[config.mk]
export PLATFORM = sky130hd
export DESIGN_NAME = i2cm_seq
export DESIGN_NICKNAME = d
export VERILOG_FILES = /design/src/rtl/i2cm_seq.sv
export SDC_FILE = /design/constraint.sdc
export NUM_CORES = 1
export LEC_CHECK = 0
export BUFFER_PORTS_ARGS = -buffer_cell sky130_fd_sc_hd__buf_2
export CORE_ASPECT_RATIO = 0.7
export CORE_UTILIZATION = 50
export CTS_BUF_LIST = sky130_fd_sc_hd__clkbuf_4 sky130_fd_sc_hd__clkbuf_8
export DETAILED_ROUTE_END_ITERATION = 10
export GPL_TIMING_DRIVEN = 0
export PLACE_DENSITY_LB_ADDON = 0.15
export SLEW_MARGIN = 25
export SYNTH_ARGS = -nofsm -noshare
export SYNTH_HDL_FRONTEND = slang
export SYNTH_SLANG_ARGS = --single-unit
[constraint.sdc]
create_clock -name clk -period 3.1 [get_ports clk]
set_clock_uncertainty 0.1 [all_clocks]
set_input_delay 0.62 -clock clk [delete_from_list [all_inputs] [get_ports clk]]
set_output_delay 0.62 -clock clk [all_outputs]
set_load 0.01 [all_outputs]
[src/rtl/i2cm_seq.sv]
// Transaction sequencer in front of the I2C byte engine: round-robin arbitration between
// two requesters and expansion of register write/read transactions into byte commands.
//
// state  | meaning
// IDLE   | no owner, arbitrate on req
// GRANT  | owner granted, request fields latched
// START  | START condition
// DEVW   | WRITE {dev,0}
// REGA   | WRITE register sub-address
// WDATA  | WRITE payload bytes (stalls on wr_valid)
// RSTART | repeated START before the read phase
// DEVR   | WRITE {dev,1}
// RDATA  | READ payload bytes, NACK on the last one
// STOP   | STOP condition
// DONE   | done pulse with status, gnt released next cycle
module i2cm_seq #(
    parameter int unsigned TIMEOUT = 65535
) (
    input  logic        clk,
    input  logic        rst_n,
    input  logic [1:0]  req,
    input  logic [1:0]  req_rd,
    input  logic [13:0] req_dev,
    input  logic [15:0] req_reg,
    input  logic [7:0]  req_len,
    output logic [1:0]  gnt,
    input  logic [7:0]  wr_data,
    input  logic        wr_valid,
    output logic        wr_ready,
    output logic [7:0]  rd_data,
    output logic        rd_valid,
    output logic        done,
    output logic [1:0]  status,
    output logic [4:0]  cmds,
    output logic [7:0]  tbyte,
    input  logic [4:0]  cdone,
    input  logic        rxack,
    input  logic [7:0]  rbyte,
    input  logic        error
);

    localparam logic [4:0]  C_START  = 5'b00001;
    localparam logic [4:0]  C_WRITE  = 5'b00010;
    localparam logic [4:0]  C_READ   = 5'b00100;
    localparam logic [4:0]  C_STOP   = 5'b01000;
    localparam logic [4:0]  C_TXACK  = 5'b10000;
    localparam logic [15:0] TMR_LOAD = 16'(TIMEOUT);

    typedef enum logic [3:0] {
        S_IDLE, S_GRANT, S_START, S_DEVW, S_REGA, S_WDATA,
        S_RSTART, S_DEVR, S_RDATA, S_STOP, S_DONE
    } state_t;

    state_t      state_q, state_d;
    logic [1:0]  gnt_q, gnt_d;
    logic        last_q, last_d;
    logic        rd_q, rd_d;
    logic [6:0]  dev_q, dev_d;
    logic [7:0]  reg_q, reg_d;
    logic [3:0]  cnt_q, cnt_d;
    logic [4:0]  cmds_q, cmds_d;
    logic [7:0]  tbyte_q, tbyte_d;
    logic [15:0] tmr_q, tmr_d;
    logic        nack_q, nack_d;
    logic [1:0]  status_q, status_d;
    logic [7:0]  rd_data_q, rd_data_d;
    logic        rd_valid_q, rd_valid_d;
    logic        issue, sel, waiting, match, tmo;

    // a command is outstanding exactly while cmds is non-zero
    assign waiting = (cmds_q != 5'b00000);
    assign match   = ((cdone & cmds_q & 5'b01111) != 5'b00000);
    assign tmo     = waiting && (tmr_q == 16'd1);

    always_ff @(posedge clk or negedge rst_n) begin
        if (!rst_n) begin
            state_q    <= S_IDLE;
            gnt_q      <= 2'b00;
            last_q     <= 1'b1;
            rd_q       <= 1'b0;
            dev_q      <= 7'd0;
            reg_q      <= 8'd0;
            cnt_q      <= 4'd0;
            cmds_q     <= 5'd0;
            tbyte_q    <= 8'd0;
            tmr_q      <= 16'd0;
            nack_q     <= 1'b0;
            status_q   <= 2'd0;
            rd_data_q  <= 8'd0;
            rd_valid_q <= 1'b0;
        end else begin
            state_q    <= state_d;
            gnt_q      <= gnt_d;
            last_q     <= last_d;
            rd_q       <= rd_d;
            dev_q      <= dev_d;
            reg_q      <= reg_d;
            cnt_q      <= cnt_d;
            cmds_q     <= cmds_d;
            tbyte_q    <= tbyte_d;
            tmr_q      <= tmr_d;
            nack_q     <= nack_d;
            status_q   <= status_d;
            rd_data_q  <= rd_data_d;
            rd_valid_q <= rd_valid_d;
        end
    end

    always_comb begin
        state_d    = state_q;
        gnt_d      = gnt_q;
        last_d     = last_q;
        rd_d       = rd_q;
        dev_d      = dev_q;
        reg_d      = reg_q;
        cnt_d      = cnt_q;
        cmds_d     = cmds_q;
        tbyte_d    = tbyte_q;
        nack_d     = nack_q;
        status_d   = status_q;
        rd_data_d  = rd_data_q;
        rd_valid_d = 1'b0;
        wr_ready   = 1'b0;
        issue      = 1'b0;
        sel        = 1'b0;
        unique case (state_q)
            S_IDLE: begin
                if (req != 2'b00) begin
                    sel     = (req == 2'b11) ? ~last_q : req[1];
                    gnt_d   = sel ? 2'b10 : 2'b01;
                    last_d  = sel;
                    rd_d    = req_rd[sel];
                    dev_d   = sel ? req_dev[13:7] : req_dev[6:0];
                    reg_d   = sel ? req_reg[15:8] : req_reg[7:0];
                    cnt_d   = sel ? req_len[7:4]  : req_len[3:0];
                    nack_d  = 1'b0;
                    state_d = S_GRANT;
                end
            end
            S_DONE: begin
                gnt_d   = 2'b00;
                state_d = S_IDLE;
            end
            default: begin
                if (error) begin
                    cmds_d   = 5'd0;
                    status_d = 2'd2;
                    state_d  = S_DONE;
                end else if (waiting) begin
                    if (tmo) begin
                        cmds_d   = 5'd0;
                        status_d = 2'd3;
                        state_d  = S_DONE;
                    end else if (match) begin
                        cmds_d = 5'd0;
                        unique case (state_q)
                            S_START:  state_d = S_DEVW;
                            S_RSTART: state_d = S_DEVR;
                            S_DEVW, S_REGA, S_DEVR: begin
                                if (rxack) begin
                                    nack_d  = 1'b1;
                                    state_d = S_STOP;
                                end else if (state_q == S_DEVW) begin
                                    state_d = S_REGA;
                                end else if (state_q == S_DEVR) begin
                                    state_d = S_RDATA;
                                end else begin
                                    state_d = rd_q ? S_RSTART : S_WDATA;
                                end
                            end
                            S_WDATA: begin
                                if (rxack) begin
                                    nack_d  = 1'b1;
                                    state_d = S_STOP;
                                end else if (cnt_q == 4'd0) begin
                                    state_d = S_STOP;
                                end else begin
                                    cnt_d = cnt_q - 4'd1;
                                end
                            end
                            S_RDATA: begin
                                rd_valid_d = 1'b1;
                                rd_data_d  = rbyte;
                                if (cnt_q == 4'd0) state_d = S_STOP;
                                else               cnt_d = cnt_q - 4'd1;
                            end
                            S_STOP: begin
                                status_d = nack_q ? 2'd1 : 2'd0;
                                state_d  = S_DONE;
                            end
                            default: ;
                        endcase
                    end
                end else begin
                    unique case (state_q)
                        S_GRANT: state_d = S_START;
                        S_START, S_RSTART: begin
                            cmds_d = C_START;
                            issue  = 1'b1;
                        end
                        S_DEVW: begin
                            cmds_d  = C_WRITE;
                            tbyte_d = {dev_q, 1'b0};
                            issue   = 1'b1;
                        end
                        S_REGA: begin
                            cmds_d  = C_WRITE;
                            tbyte_d = reg_q;
                            issue   = 1'b1;
                        end
                        S_WDATA: begin
                            if (wr_valid) begin
                                wr_ready = 1'b1;
                                cmds_d   = C_WRITE;
                                tbyte_d  = wr_data;
                                issue    = 1'b1;
                            end
                        end
                        S_DEVR: begin
                            cmds_d  = C_WRITE;
                            tbyte_d = {dev_q, 1'b1};
                            issue   = 1'b1;
                        end
                        S_RDATA: begin
                            cmds_d = (cnt_q == 4'd0) ? (C_READ | C_TXACK) : C_READ;
                            issue  = 1'b1;
                        end
                        S_STOP: begin
                            cmds_d = C_STOP;
                            issue  = 1'b1;
                        end
                        default: ;
                    endcase
                end
            end
        endcase
    end

    // timeout down-counter: loaded on issue, decremented only while a command is outstanding
    always_comb begin
        if (issue)        tmr_d = TMR_LOAD;
        else if (waiting) tmr_d = tmr_q - 16'd1;
        else              tmr_d = tmr_q;
    end

    assign gnt      = gnt_q;
    assign cmds     = cmds_q;
    assign tbyte    = tbyte_q;
    assign rd_data  = rd_data_q;
    assign rd_valid = rd_valid_q;
    assign status   = status_q;
    assign done     = (state_q == S_DONE);

endmodule

# Word-level counts from Yosys, hierarchy flattened

Index checks and enable logic that the tools add are counted.

Output and inout port bits: 28
Input bits: 68
Register bits after elaboration: 68
Word-level logic and storage cells: 150

Bitwise logic cells: 7
Add/sub/neg operators: 2
Reductions and logical operators: 33
Order comparisons: 1
Equality and inequality tests: 21
Multiplexer cells: 72

Operators by type and width:

| cell                    | count |
|---|---|
| $mux W4                 | 19 |
| $mux W16                | 2 |
| $pmux W8 S4             | 1 |
| $mux W5                 | 6 |
| $mux W1                 | 25 |
| $pmux W5 S5             | 1 |
| $pmux W4 S2             | 3 |
| $pmux W4 S6             | 1 |
| $eq A16 B1 Y1 const B   | 1 |
| $eq A4 B3 Y1 const B    | 4 |
| $mux W2                 | 8 |
| $mux W8                 | 2 |
| $reduce_and A8 Y1       | 2 |
| $reduce_bool A2 Y1      | 8 |
| $sub A16 B1 Y16 const B | 1 |
| $reduce_bool A5 Y1      | 3 |
| $eq A4 B4 Y1 const B    | 3 |
| $reduce_and A4 Y1       | 3 |
| $ne A11 B4 Y1 const B   | 1 |
| $reduce_bool A3 Y1      | 3 |
| $eq A4 B2 Y1 const B    | 2 |
| $logic_not A4 Y1        | 2 |
| $mux W7                 | 1 |
| $reduce_bool A7 Y1      | 1 |
| other kinds (23)        | 33 |

# Longest topological paths before layout

Gate-level depths: netlist (run 1).

Depth in word-level cells: 10
Mapped depth: 7

# Least setup slack after synthesis (run 1)

OpenSTA, ideal clock, no wires.

Kind: reg2out
Start: reg cmds_q[1] (netlist: cmds[1])
End: out wr_ready
Path slack: 0.803 ns
Required time: 2.380 ns
Stages on the path, launching flop included: 5
Data arrival time: 1.577 ns
Cells stage by stage: dfrtp_1 or4_4 buf_6 nor3_4 and4_1

Word-level cells in the longest chain between the ends: 4

RTL lines:

| what                   | RTL line | RTL |
|---|---|---|
| from (decl)            | 61       | `logic [4:0] cmds_q, cmds_d;` |
| from (signal assigned) | 99       | `cmds_q <= cmds_d;` |
| $reduce_bool A5 Y1     | 71       | `assign waiting = (cmds_q != 5'b00000);` |
| $mux W1                | 149      | `end else if (waiting) begin` |
| $mux W1                | 145      | `if (error) begin` |
| $mux W1                | 126      | `unique case (state_q)` |
| to (decl)              | 29       | `output logic wr_ready,` |

Every way passes these cells.

# Final worst setup path (run 1)

Start: reg state_q[0]
End: out wr_ready

Word-level cells in the longest chain between the ends: 5
Elaborated cells between the ends (all ways): 8
Those cells by class: 2 x eq/ne; 4 x mux; 2 x reduce/logical

RTL lines:

| what                   | RTL line | RTL |
|---|---|---|
| from (decl)            | 54       | `state_t state_q, state_d;` |
| from (signal assigned) | 92       | `state_q <= state_d;` |
| $eq A4 B3 Y1           | 195      | `unique case (state_q)` |
| $mux W1                | 195      |  |
| $mux W1                | 149      |  |
| $mux W1                | 145      |  |
| $mux W1 *              | 126      |  |

Every way passes the cells marked *; elsewhere a longest branch is shown, timed or not.

==> results of run 1 <==
-- Yosys cell counts, drive strengths merged (5+ instances only) --
library cell	number
nand2b	6
nor4	9
xnor2	11
o21ai	12
mux2i	26
a31oi	5
inv	9
dfrtp	67
a21oi	36
buf	7
nor3	10
xor2	5
nor2	39
nand3	7
mux2	22
nand2	27
clkbuf	10
-- sequential cells by signal, indices dropped and copies added, names as in the netlist --
| name | count |
|---|---|
| tmr_q | 16 |
| rd_data | 8 |
| reg_q | 8 |
| tbyte | 8 |
| dev_q | 7 |
| cmds | 5 |
| cnt_q | 4 |
| state_q | 4 |
| gnt | 2 |
| status | 2 |
| last_q | 1 |
| nack_q | 1 |
| rd_q | 1 |
| rd_valid | 1 |
-- layout make-up --
type	instances	area share [%]
Tap cell	94	2.61
Timing Repair Buffer	95	11.1
Multi-Input combinational cell	267	41.2
Clock inverter	6	1.58
Inverter	9	0.750
Clock buffer	10	3.05
Buffer	17	1.94
Sequential cell	68	37.8
-- routing by layer --
| layer | GRT usage [%] | up-vias |
|---|---|---|
| met5 | 0 | - |
| met4 | 6.67 | 0 |
| met1 | 37.1 | 1490 |
| met3 | 7.63 | 10 |
| li1 | - | 1517 |
| met2 | 37.2 | 118 |
-- stage by stage --
stage	setup slack [ns]	utilization (%)	instances	power, uW	area (sq um)
CTS	0.0578	65.2	566	4150	4510
global route	0.0477	65.2	566	4470	4510
detailed placement	0.430	62.2	550	3380	4300
global placement	0.487	61.6	549	3320	4260
floorplan	0.803	-	361	2820	3670
finish	0.172	65.2	566	4150	4510
-- cells by family (layout without fill, tap and decap cells) --
logic type                 count (synthesis)  after routing  synth area share, %
AOI/OAI and AO/OA                         79             79                 14.2
muxes                                     48             48                 14.0
and+or+nand+nor                          121            121                 17.2
DFF                                       68             68                 46.4
xor gates and xnor gates                  16             16                 3.82
adders and majority gates                  3              3                 1.02
buffers and inverters                     26            137                 3.27
-- how the worst min path moves through the flow --
stage	start	end	slack (ns)	cells past startpoint
floorplan	rst_n	cmds[0]$_DFFE_PN0P_	0.22	0
global placement	rd_data[5]$_DFFE_PN0P_	rd_data[5]$_DFFE_PN0P_	0.38	1
detailed placement	status[1]$_DFFE_PN0P_	status[1]$_DFFE_PN0P_	0.39	1
CTS	rst_n	state_q[3]$_DFFE_PN0P_	0.08	1
global route	rst_n	state_q[0]$_DFFE_PN0P_	0.09	1
finish	rst_n	tmr_q[4]$_DFFE_PN0P_	0.07	1
-- worst max-delay path: cells and delay by family (launching register included) --
| kind | cells | cell delay, ns |
|---|---|---|
| buf+inv | 3 | 1.19 |
| flops | 1 | 0.39 |
| simple gates | 1 | 0.28 |
-- repair_timing --
action	CTS	global route
gates resized for setup	0	2
hold endpoints to repair	0	0
endpoints found under the setup margin	0	1
-- where the power goes --
group          switching (uW)  internal, uW
logic                    1120           859
clock network             363           400
registers                 213          1190
total                    1700          2450
==> impl_results.md, run 1 <==
- Hold Slack: 0.0728 ns
- Grt total ovfl: 0
- Layout Area Growth over Synthesis: 22.7%
- CTS Sinks: 68
- DR WL/cell: 16.0 um
- Cell chain of the critical path: buf_1 -> clkbuf_1 -> and4_1 -> buf_2
- Share of the synthesized area in the top cell type: 45.7%
- FFs w/ async S/R, synth: 100%
- Initial core utilization: 53.1%
- Die H: 73.7 um
- Max-Cap Viols: 0
- DIE WIDTH: 104 um
- Met3 routed WL: 658 um
- Status: finished, final reports clean
- CORE AREA: 6910 sq um
- Most frequent cells in the layout: buf_2 (96), dfrtp_1 (67), nor2_1 (37)
- Min Tclk post-route: 2.93 ns
- Bufs on Longest Clock Path: 2
- TritonRoute pass-1 iters: 4
- Synthesized instance count: 361
- Top sig layer: met4
- Synth warnings: 0
- DR vias/cell: 5.54
- FP Rows: 25
- P_leak: 0.00201 uW
- Max-slew headroom: 45.6%
- Reg-to-Reg Start: tmr_q[5]$_DFFE_PN0P_
- TritonCTS clock tree: yes
- Crit start category: flop
- Number of global-route vias before repair: 2977
- Clk pin slew, worst setup/hold paths: 0.08 ns
- CP Launch Point: state_q[0]$_DFFE_PN0P_
- Final Slew Violations: 0
- CP max stage cell: clkbuf_1
- Hpwl dp: 6830 um
- Synthesized area per cell: 10.2 sq um
- Main flop type after synthesis: dfrtp_1
- Fmax: 342 MHz
- Share of layout cells above drive strength 1: 33.3%
- Drt drc: 0
- # fillers: 570
- Setup Viol. Count Final: 0
- Most common cell after layout, fill and taps aside: buf_2
- Setup crit end: wr_ready
- RSZ-0062 raised after global routing: false
- DRT iter0 DRCs: 148
- Register area share after synthesis: 46.4%
- First-pass GRT wire length: 15000 um
- Antenna viol nets, final: 0
- Hold Buf Count CTS: 0
- Max H-tree Level: 3
- CP endpoint kind: primary output
- M1 WL: 4420 um
- R2r endpoint: state_q[0]$_DFFE_PN0P_
- Worst Path Arrival: 2.21 ns
- R2R setup slack: 0.61 ns
- Clk root buf: clkbuf_8
- Setup bufs post-CTS: 0
- # IOs: 96
- Overall via count from detail_route: 3135
- Hold crit path type: primary input to asynchronous set/reset pin
- Setup TNS: 0 ns
- Final hold vios: 0
- Worst EP required: 2.38 ns
- Skew-Pair Late Insertion Delay: 0.35 ns
- Input/output buffers: 94
- Cell taking the most area after synthesis: dfrtp_1
- Kind of critical path: flop to primary output
- Peak VDD IR: 0.407 mV
- Multi-input logic area: 1860 sq um
- Gp weighted congestion: 0.967
- Crit-path max FO: 10
- Post-synth EDFFs: 0
- All-layer global routing usage: 25.6%
- CTS Buf Count: 9
- Layout Nets: 538
- Met2 wire length: 3900 um
- Reg2reg path depth: 6
- Total Routed Length: 9060 um
- Ranking of synthesized cells by area: dfrtp_1 (46%), mux2i_1 (7.1%), mux2_2 (6.1%)
- Slowest stage delay, CP: 0.57 ns
- Worst-Margin Slew: 0.809 ns
- Diodes inserted: 0
- Reg area: 1700 sq um
- Fin crit share: 94.5%
- Number of synthesized register bits: 68
- Pwr dens: 921 nW/um^2
- Largest net degree at the start of global routing: 45
- Synthesized Nets: 432
- Mapped Area: 3670 sq um
- Cell variety after synth: 57
- Initial antenna violation count: 0
- Die area: 7700 sq um
(Power assumes the default switching activity.)
==> run 2, diff against run 1 <==
Settings changed: ABC_AREA set to 1, CELL_PAD_IN_SITES_DETAIL_PLACEMENT set to 1, CELL_PAD_IN_SITES_GLOBAL_PLACEMENT set to 2, CORE_MARGIN set to 3, CORE_UTILIZATION 50 to 30.
==> impl_results.md, run 2 <==
- Status: finished, final reports clean
- Gp weighted congestion: 0.825
- Number of gates resized after CTS: 0
- Die area: 14200 sq um
- Clk root buf: clkbuf_8
- Max-slew headroom: 59.0%
- CP Launch Point: state_q[3]$_DFFE_PN0P_
- Synthesized instance count: 526
- Max reg flops: 16
- Max H-tree Level: 3
- Reg-to-Reg Start: tmr_q[0]$_DFFE_PN0P_
- Main flop type after synthesis: dfrtp_1
- First-pass GRT wire length: 20900 um
- Setup TNS: 0 ns
- Worst EP required: 2.38 ns
- Clk pin slew, worst setup/hold paths: 0.08 ns
- Number of global-route vias before repair: 3926
- Fmax: 354 MHz
- Setup bufs post-CTS: 0
- Ranking of synthesized cells by area: dfrtp_1 (44%), nand2_1 (15%), nor2_1 (7.7%)
- Grt total ovfl: 0
- Final Power: 4910 uW
- Post-synth top cells: nand2_1 (155), nor2_1 (79), dfrtp_1 (67), nand3_1 (37), inv_1 (35)
- Fin util: 39.2%
- Bufs on Longest Clock Path: 2
- P_leak: 0.00242 uW
- DR vias/cell: 4.83
- Cell taking the most area after synthesis: dfrtp_1
- Kind of critical path: flop to primary output
- Cell variety after synth: 35
- FFs w/ async S/R, synth: 100%
- Most frequent cells in the layout: nand2_1 (155), buf_2 (96), nor2_1 (79)
- Input/output buffers: 94
- Drt drc: 0
- Layout Nets: 703
- Number of synthesized register bits: 68
- CTS Buf Count: 9
- Antenna viol nets, final: 0
- Most frequent cell after synthesis: nand2_1
- Total Routed Length: 12800 um
- Setup Viol. Count Final: 0
- Initial core utilization: 31.7%
- Post-synth EDFFs: 0
- Synthesized Nets: 597
- Fin crit share: 91.2%
- Synth warnings: 0
- Diodes inserted: 0
- Final hold vios: 0
- Skew-Pair Late Insertion Delay: 0.35 ns
- Layout Area Growth over Synthesis: 23.8%
- Most common cell after layout, fill and taps aside: nand2_1
- Largest net degree at the start of global routing: 42
- Fin worst setup slack: 0.273 ns
- Worst slack at placement: 0.658 ns
- Min Tclk post-route: 2.83 ns
- Hold crit path type: primary input to asynchronous set/reset pin
- Hold Buf Count CTS: 0
- All-layer global routing usage: 18.8%
- Mapped Area: 3830 sq um
- # IOs: 96
- Synthesized area per cell: 7.29 sq um
- FP Rows: 33
- CP endpoint kind: primary output
- RSZ-0062 raised after global routing: false
- TritonCTS clock tree: yes
- TritonRoute pass-1 iters: 4
- Max-Cap Viols: 0
- Crit-path max FO: 10
- DIE WIDTH: 141 um
- Pwr dens: 1040 nW/um^2
- Share of the synthesized area in the top cell type: 43.7%
- Worst-Margin Slew: 0.616 ns
- CORE AREA: 12100 sq um
- Largest Register: tmr_q
- Die H: 101 um
- DRT iter0 DRCs: 204
- Initial antenna violation count: 0
- Share of layout cells above drive strength 1: 23.2%
- Peak VDD IR: 0.372 mV
- Hpwl dp: 10200 um
- Overall via count from detail_route: 3834
- Crit start category: flop
- Register area share after synthesis: 44.4%
- CTS Sinks: 68
- Worst Path Arrival: 2.11 ns
- Final Slew Violations: 0
- DR WL/cell: 16.2 um
[run 2: kinds of logic after synthesis]
logic type / share of synthesized area (%)
buffers and inverters: 6.49
and+or+nand+nor: 33.5
AOI/OAI and AO/OA: 12.1
DFF: 44.4
adders and majority gates: 0.979
xor gates and xnor gates: 2.51
[run 2: routing by layer]
| layer | share of wire (%) | track usage, % | up-vias |
|---|---|---|---|
| li1 | - | - | 1919 |
| met1 | 55 | 30.3 | 1815 |
| met2 | 39 | 24.2 | 93 |
| met3 | 6.0 | 4.88 | 7 |
| met4 | 0.76 | 4.54 | 0 |
| met5 | 0 | 0 | - |
[run 2: final timing paths]
kind | end | slack [ns] | depth (start not counted)
max | wr_ready | 0.27 | 7
min | status[1]$_DFFE_PN0P_ | 0.16 | 1
min reg2reg | rd_data[3]$_DFFE_PN0P_ | 0.38 | 2
max in group asynchronous | dev_q[0]$_DFFE_PN0P_ | 2.17 | 2
min in group clk | rd_data[6]$_DFFE_PN0P_ | 0.36 | 3
max reg2reg | tmr_q[10]$_DFFE_PN0P_ | 0.90 | 9
[run 2: stage by stage]
step / instance area [sq um] / instances / hold slack (ns)
finish: 4750 / 794 / 0.162
CTS: 4750 / 794 / 0.167
detailed placement: 4520 / 778 / 0.366
global placement: 4500 / 777 / 0.358
global route: 4750 / 794 / 0.174
floorplan: 3830 / 526 / 0.224
[run 2: final cells by class]
cell class                 instances  area [sq um]
buffer                            11          60.1
clock buffer                       9           124
clock inverter                     7          98.8
fill                            1619          7350
inverter                          50           189
multi-input combinational        397          1880
sequential                        68          1700
tap                              157           196
timing repair buffer              95           493
[run 2: where the power goes]
part	switching (uW)	internal (uW)
clock network	378	457
registers	310	1290
logic	1650	833
[run 2: worst max-delay path, stage by stage, from the launching register on]
cell	delay [ns]
dfrtp_1	0.48
inv_2	0.15
nand2_1	0.10
nor2_1	0.18
clkbuf_1	0.44
nand2_1	0.10
nor2_1	0.15
buf_2	0.15
